## src/rtl/cache_arbiter.sv

```systemverilog
// Arbitrates the I-cache and D-cache line requests onto one 4-beat burst memory port.
// Optional build macro ARB_ROUND_ROBIN_EN: round-robin on contention (default: data wins).
module cache_arbiter #(
  parameter int unsigned LINE_W  = 256,
  parameter int unsigned BURST_W = 64,
  parameter int unsigned ADDR_W  = 32
) (
  input  logic               clk,
  input  logic               rst,
  input  logic               i_read,
  input  logic [ADDR_W-1:0]  i_address,
  output logic [LINE_W-1:0]  i_rdata,
  output logic               i_resp,
  input  logic               d_read,
  input  logic               d_write,
  input  logic [ADDR_W-1:0]  d_address,
  input  logic [LINE_W-1:0]  d_wdata,
  output logic [LINE_W-1:0]  d_rdata,
  output logic               d_resp,
  output logic               mem_read,
  output logic               mem_write,
  output logic [ADDR_W-1:0]  mem_address,
  output logic [BURST_W-1:0] mem_wdata,
  input  logic [BURST_W-1:0] mem_rdata,
  input  logic               mem_resp
);

  localparam int unsigned BEATS = LINE_W / BURST_W;
  localparam int unsigned CNT_W = (BEATS > 1) ? $clog2(BEATS) : 1;
  localparam int unsigned OFF_W = $clog2(LINE_W / 8);
  localparam int unsigned IDX_W = $clog2(LINE_W);

  localparam logic [2:0] IDLE   = 3'd0;
  localparam logic [2:0] I_RD   = 3'd1;
  localparam logic [2:0] D_RD   = 3'd2;
  localparam logic [2:0] D_WR   = 3'd3;
  localparam logic [2:0] I_DONE = 3'd4;
  localparam logic [2:0] D_DONE = 3'd5;

  logic [2:0]        state;
  logic [2:0]        state_d;
  logic [ADDR_W-1:0] addr_q;
  logic [LINE_W-1:0] line_q;
  logic [CNT_W-1:0]  cnt;
  logic [IDX_W-1:0]  beat_idx;
  logic              d_req;
  logic              grant_i;
  logic              grant_d;
  logic              in_burst;
  logic              last_beat;

  assign d_req     = d_read | d_write;
  assign in_burst  = (state == I_RD) || (state == D_RD) || (state == D_WR);
  assign last_beat = (cnt == CNT_W'(BEATS - 1));
  assign beat_idx  = IDX_W'(cnt) * IDX_W'(BURST_W);

`ifdef ARB_ROUND_ROBIN_EN
  localparam logic SIDE_I = 1'b0;
  localparam logic SIDE_D = 1'b1;

  logic last_grant;

  // On contention the side that did not win last time is served
  assign grant_i = i_read && (!d_req || (last_grant == SIDE_D));

  always_ff @(posedge clk or posedge rst) begin
    if (rst) begin
      last_grant <= SIDE_D;
    end else if (state == IDLE) begin
      if (grant_i) begin
        last_grant <= SIDE_I;
      end else if (grant_d) begin
        last_grant <= SIDE_D;
      end
    end
  end
`else
  assign grant_i = i_read && !d_req;
`endif

  assign grant_d = d_req && !grant_i;

  // State register
  always_ff @(posedge clk or posedge rst) begin
    if (rst) begin
      state <= IDLE;
    end else begin
      state <= state_d;
    end
  end

  // Next-state logic; a simultaneous read+write from the data side runs as a writeback
  always_comb begin
    state_d = state;
    case (state)
      IDLE: begin
        if (grant_i) begin
          state_d = I_RD;
        end else if (grant_d) begin
          state_d = d_write ? D_WR : D_RD;
        end
      end
      I_RD:    if (mem_resp && last_beat) state_d = I_DONE;
      D_RD:    if (mem_resp && last_beat) state_d = D_DONE;
      D_WR:    if (mem_resp && last_beat) state_d = D_DONE;
      I_DONE:  state_d = IDLE;
      D_DONE:  state_d = IDLE;
      default: state_d = IDLE;
    endcase
  end

  // Line buffer, burst address and beat counter
  always_ff @(posedge clk or posedge rst) begin
    if (rst) begin
      addr_q <= '0;
      line_q <= '0;
      cnt    <= '0;
    end else if (state == IDLE) begin
      cnt <= '0;
      if (grant_i) begin
        addr_q <= {i_address[ADDR_W-1:OFF_W], OFF_W'(0)};
      end else if (grant_d) begin
        addr_q <= {d_address[ADDR_W-1:OFF_W], OFF_W'(0)};
        if (d_write) begin
          line_q <= d_wdata;
        end
      end
    end else if (in_burst && mem_resp) begin
      cnt <= cnt + CNT_W'(1);
      if (state != D_WR) begin
        line_q[beat_idx +: BURST_W] <= mem_rdata;
      end
    end
  end

  // Strobes decode straight from the state flop so a reset drops them at once
  assign mem_read    = (state == I_RD) || (state == D_RD);
  assign mem_write   = (state == D_WR);
  assign mem_address = addr_q;
  assign mem_wdata   = line_q[beat_idx +: BURST_W];
  assign i_resp      = (state == I_DONE);
  assign d_resp      = (state == D_DONE);
  assign i_rdata     = line_q;
  assign d_rdata     = line_q;

endmodule

```

## config.mk

```make
export PLATFORM = sky130hd
export DESIGN_NAME = cache_arbiter
export DESIGN_NICKNAME = d
export VERILOG_FILES = /design/src/rtl/cache_arbiter.sv
export SDC_FILE = /design/constraint.sdc
export NUM_CORES = 1
export LEC_CHECK = 0
export BUFFER_PORTS_ARGS = -buffer_cell sky130_fd_sc_hd__buf_2
export CAP_MARGIN = 15
export CORE_AREA = 2 2 386 388
export CTS_CLUSTER_DIAMETER = 200
export DETAILED_ROUTE_END_ITERATION = 10
export DIE_AREA = 0 0 388 390
export PLACE_DENSITY = 0.31
export SLEW_MARGIN = 5
export SYNTH_ARGS = -nofsm -noshare
export SYNTH_HDL_FRONTEND = slang
export SYNTH_SLANG_ARGS = --single-unit
export TNS_END_PERCENT = 30
```

## constraint.sdc

```tcl
create_clock -name clk -period 14.5 [get_ports clk]
set_clock_uncertainty 0.15 [all_clocks]
set_input_delay 2.9 -clock clk [delete_from_list [all_inputs] [get_ports clk]]
set_output_delay 2.9 -clock clk [all_outputs]
set_load 0.05 [all_outputs]
```

### Word level (Yosys, flattened, before mapping)

Cells that the tools add are included.

| storage, ports and cells | value |
|---|---|
| bits in latches | 0 |
| RAM bits | 0 |
| memory bits (read-only) | 0 |
| memories kept | 0 |
| output and inout port bits | 612 |
| bits in registers | 293 |
| input port bits | 390 |
| logic and storage cells | 56 |

| operators by class | value |
|---|---|
| magnitude comparators | 0 |
| mux-type cells | 17 |
| equality and inequality tests | 13 |
| reductions and logical operators | 16 |
| bitwise operators | 1 |
| multiply operators | 0 |
| div/mod/pow operators | 0 |
| add/sub/neg operators | 2 |
| shift-type cells | 3 |

Operators with widths:

| kind | count |
|---|---|
| 256-bit two-way mux | 6 |
| 256-bit bitwise mux | 1 |
| 64-bit by 10-bit variable shift with 256-bit output (first input constant) | 1 |
| 256-bit by 9-bit indexed part select with 64-bit output | 1 |
| 64-bit by 10-bit indexed part select with 256-bit output | 1 |
| 32-bit two-way mux | 2 |
| 3-bit two-way mux | 4 |
| 8-bit negation with 10-bit output | 1 |
| 3-bit one-hot mux with 3 select lines | 1 |
| 3-bit by 2-bit == test with 1-bit output (second input constant) | 2 |
| 3-bit == test (second input constant) | 2 |
| 2-bit inequality test (second input constant) | 3 |
| 2-bit nonzero test | 3 |
| 5-bit AND reduction | 1 |
| 1-bit logical AND | 4 |
| 2-bit two-way mux | 2 |
| 2-bit by 1-bit inequality test with 1-bit output (second input constant) | 2 |
| 3-bit by 1-bit == test with 1-bit output (second input constant) | 1 |
| 3-bit logical NOT | 1 |
| 3-bit by 2-bit inequality test with 1-bit output (second input constant) | 1 |
| 3-bit inequality test (second input constant) | 1 |
| 3-bit AND reduction | 1 |
| 2-bit by 1-bit adder with 2-bit output (second input constant) | 1 |
| 2-bit == test (second input constant) | 1 |
| other kinds (6) | 8 |

### Logic depth before layout (Yosys ltp)

| logic depth | value |
|---|---|
| depth in word-level cells | 8 |
| gate-level depth with buffers | 10 |
| mapped depth without buffers | 6 |

### Least setup slack after synthesis

OpenSTA, ideal clock, no wires.

| path | value |
|---|---|
| path kind | flip-flop to output port |
| from | register state[2] |
| to | output d_resp |
| setup slack | 9424 ps |
| path buffers | 2 |
| data arrival time | 2026 ps |
| stages on the path, launching flop included | 5 |
| required time | 11450 ps |
| cell sequence | dfrtp_1 > buf_4 > clkbuf_1 > inv_1 > nor3b_1 |

| on the way | value |
|---|---|
| longest elaborated chain between the ends | 1 |

Ends and longest elaborated chain:

| what | RTL line | RTL |
|---|---|---|
| from (decl) | 40 | `logic [2:0] state;` |
| from (signal assigned) | 88 | `state <= state_d;` |
| 3-bit == test | 142 | `assign d_resp = (state == D_DONE);` |
| to (decl) | 19 | `output logic d_resp,` |

No other way between the ends.

### Worst setup path after layout

| path | value |
|---|---|
| from | register cnt[0] |
| to | output mem_wdata[63] |

| on the way | value |
|---|---|
| longest elaborated chain between the ends | 1 |

Ends and longest elaborated chain:

| what | RTL line | RTL |
|---|---|---|
| from (decl) | 44 | `logic [CNT_W-1:0] cnt;` |
| from (signal assigned) | 129 | `cnt <= cnt + CNT_W'(1);` |
| 256-bit by 9-bit indexed part select with 64-bit output | 140 | `assign mem_wdata = line_q[beat_idx +: BURST_W];` |
| to (decl) | 23 | `output logic [BURST_W-1:0] mem_wdata,` |

No other way between the ends.

==> impl_metrics.json <==
{
  "grt_use_met2_pct": 22.9,
  "cts_hold_repair.buffers": 0,
  "hold_path_class": "reg2reg",
  "grt_pass1_vias": 16300,
  "grt_use_total_pct": 14.1,
  "io_pins": 1002,
  "grt-ovfl-total": 0,
  "yosys.area.top_type_share_pct": 43.2,
  "cp.arrival_ps": 3370,
  "avgSynthCellArea_um2": 10.5,
  "synthTopCellsByArea": "dfrtp_1, buf_4, a22oi_1",
  "clk_latency_ps": 580,
  "grt_util_met3_pct": 3.29,
  "cp_cell_sequence": "buf_4 > mux4_2 > buf_2",
  "drc": 0,
  "grt_first_pass_wirelength_mm": 148,
  "cts_buffer_depth": 3,
  "rsz0062_at_grt": "false",
  "hold_violations": 0,
  "yosysSeqAreaShare_pct": 43.2,
  "clk_pin_slew_ps": 60,
  "setup_violations": 0,
  "status": "finished clean",
  "cts_sinks": 288,
  "grt_max_degree": 145,
  "post_cts.repair.setup_buffers": 0,
  "coreArea_um2": 147000,
  "critPathMaxFanout": 41,
  "cts.repair.resized": 0,
  "start_kind": "flip-flop",
  "wl_per_cell_um": 26.3,
  "routed_wl_mm": 111,
  "dr.pass1.iters": 5,
  "grt_use_met1_pct": 18.7,
  "synth_edf_count": 0,
  "numCtsBuffers": 42,
  "row_count": 141,
  "cts-root-buf": "clkbuf_16",
  "port_buffers": 986,
  "setup_tns_ps": 0,
  "worst_slew_pin_slew_ps": 955,
  "synth_most_common_cell": "dfrtp_1",
  "period_needed_ps": 6420,
  "post-place-ws_ps": 8240,
  "fmaxAchievable_mhz": 156,
  "die_area_um2": 151000,
  "slowest_stage": "dfrtp_4",
  "end_kind": "output port",
  "cts_tree": "done",
  "synth_common_cells": "dfrtp_1, buf_4, a22oi_1, o21ai_0, nor2_1",
  "initial_core_util_pct": 11.3,
  "required_ps": 11450,
  "final_area_um2": 23200,
  "slowest_delay_ps": 940,
  "cts-htree-levels": 2,
  "die_w_um": 388,
  "postRouteAntennaNets": 0,
  "ys_ff_latch": 288,
  "drt_iter0_drc": 926,
  "place_congestion": 0.831,
  "final_layout_size_suffix_gt1_share_pct": 53.9,
  "relSlewSlack_pct": 36.3,
  "area_growth_pct": 39.0,
  "syn_area_um2": 16700,
  "placed_cells": 4145,
  "placement.cell_area_um2": 21700,
  "setup_slack_ps": 8080,
  "synth_top_cell_by_area": "dfrtp_1",
  "avgViaCountPerCell": 3.85,
  "syn_inst": 1594,
  "grt-busiest-layer": "met2",
  "dp_hpwl_mm": 82.7,
  "finalNonFillerCells": 4225,
  "yosys_warnings": 0,
  "num_vias": 16300,
  "antenna_found_initial": 33,
  "die_h_um": 390,
  "synth_flop_cell": "dfrtp_1",
  "path_class": "reg2out",
  "ys_types": 40,
  "num-nets-final": 2654,
  "min_period_over_period_pct": 44.3,
  "cap_violations": 0,
  "drv_slew": 0,
  "async_flop_share_pct": 100
}
[through the flow]
step           hold WS, ps  util (%)
2_1_floorplan          503         -
3_3_place_gp           357      14.8
3_5_place_dp           368      14.8
4_1_cts                380      15.7
5_1_grt                392      15.7
6_report               373      15.7
[sequential cells by signal, indices dropped and copies added, names as in the netlist]
name	flops
state	3
mem_address	27
d_rdata	256
cnt	2
[cells by family (layout without fill, tap and decap cells)]
family                   Yosys count  in the layout  synth area share [%]
buffers and inverters            409           1100                  16.1
flip-flops                       288            288                  43.2
AND/OR/NAND/NOR                  119            119                  3.30
AO/OA/AOI/OAI                    641            641                  23.9
multiplexers                     129            129                  13.0
adder cells (fa/ha/maj)            5              5                 0.375
other                              1             11                0.0225
XOR/XNOR                           2              2                 0.105
[placed cells by master, fill, tap and decap left out, types with 64 or more instances in the layout]
cell type	count
mux4_2	64
buf_2	986
mux2_2	64
a22oi_1	192
o21ai_0	187
dfrtp_1	285
o21ai_1	71
nor2_1	95
a21oi_1	94
a22o_1	64
[worst max-delay path: cells and delay by family (launching register included)]
| family | cells | cell delay [ps] |
|---|---|---|
| multiplexers | 1 | 700 |
| buffers and inverters | 2 | 1090 |
| flip-flops | 1 | 940 |
[layer usage]
metal | share of wire [%] | vias up
met5 | 0.17 | -
met4 | 2.1 | 12
met2 | 47 | 745
met1 | 44 | 8395
li1 | - | 7022
met3 | 6.6 | 109
[cell type report]
class	instances	area, um^2
Inverter	4	22.5
Fill cell	16800	124000
Sequential cell	288	7220
Multi-Input combinational cell	901	6860
Antenna cell	6	15.0
Clock inverter	8	95.1
Tap cell	1930	2410
Timing Repair Buffer	1022	5220
Clock buffer	66	1330
[final timing paths]
| check | start | to | slack [ps] | depth (start not counted) |
|---|---|---|---|---|
| worst max-delay path | cnt[0] | mem_wdata[63] | 8080 | 3 |
| worst min-delay path | mem_address[27] | mem_address[27] | 370 | 2 |
| worst max register to register | cnt[0] | d_rdata[115] | 9650 | 8 |
| worst min register to register | mem_address[27] | mem_address[27] | 370 | 2 |
| max in group asynchronous | rst | d_rdata[211] | 9740 | 4 |
| min in group asynchronous | rst | d_rdata[41] | 2290 | 2 |
Power is left out: the tool's default activity adds up to more than one toggle a clock period on the data nets, which glitch-free logic cannot reach.
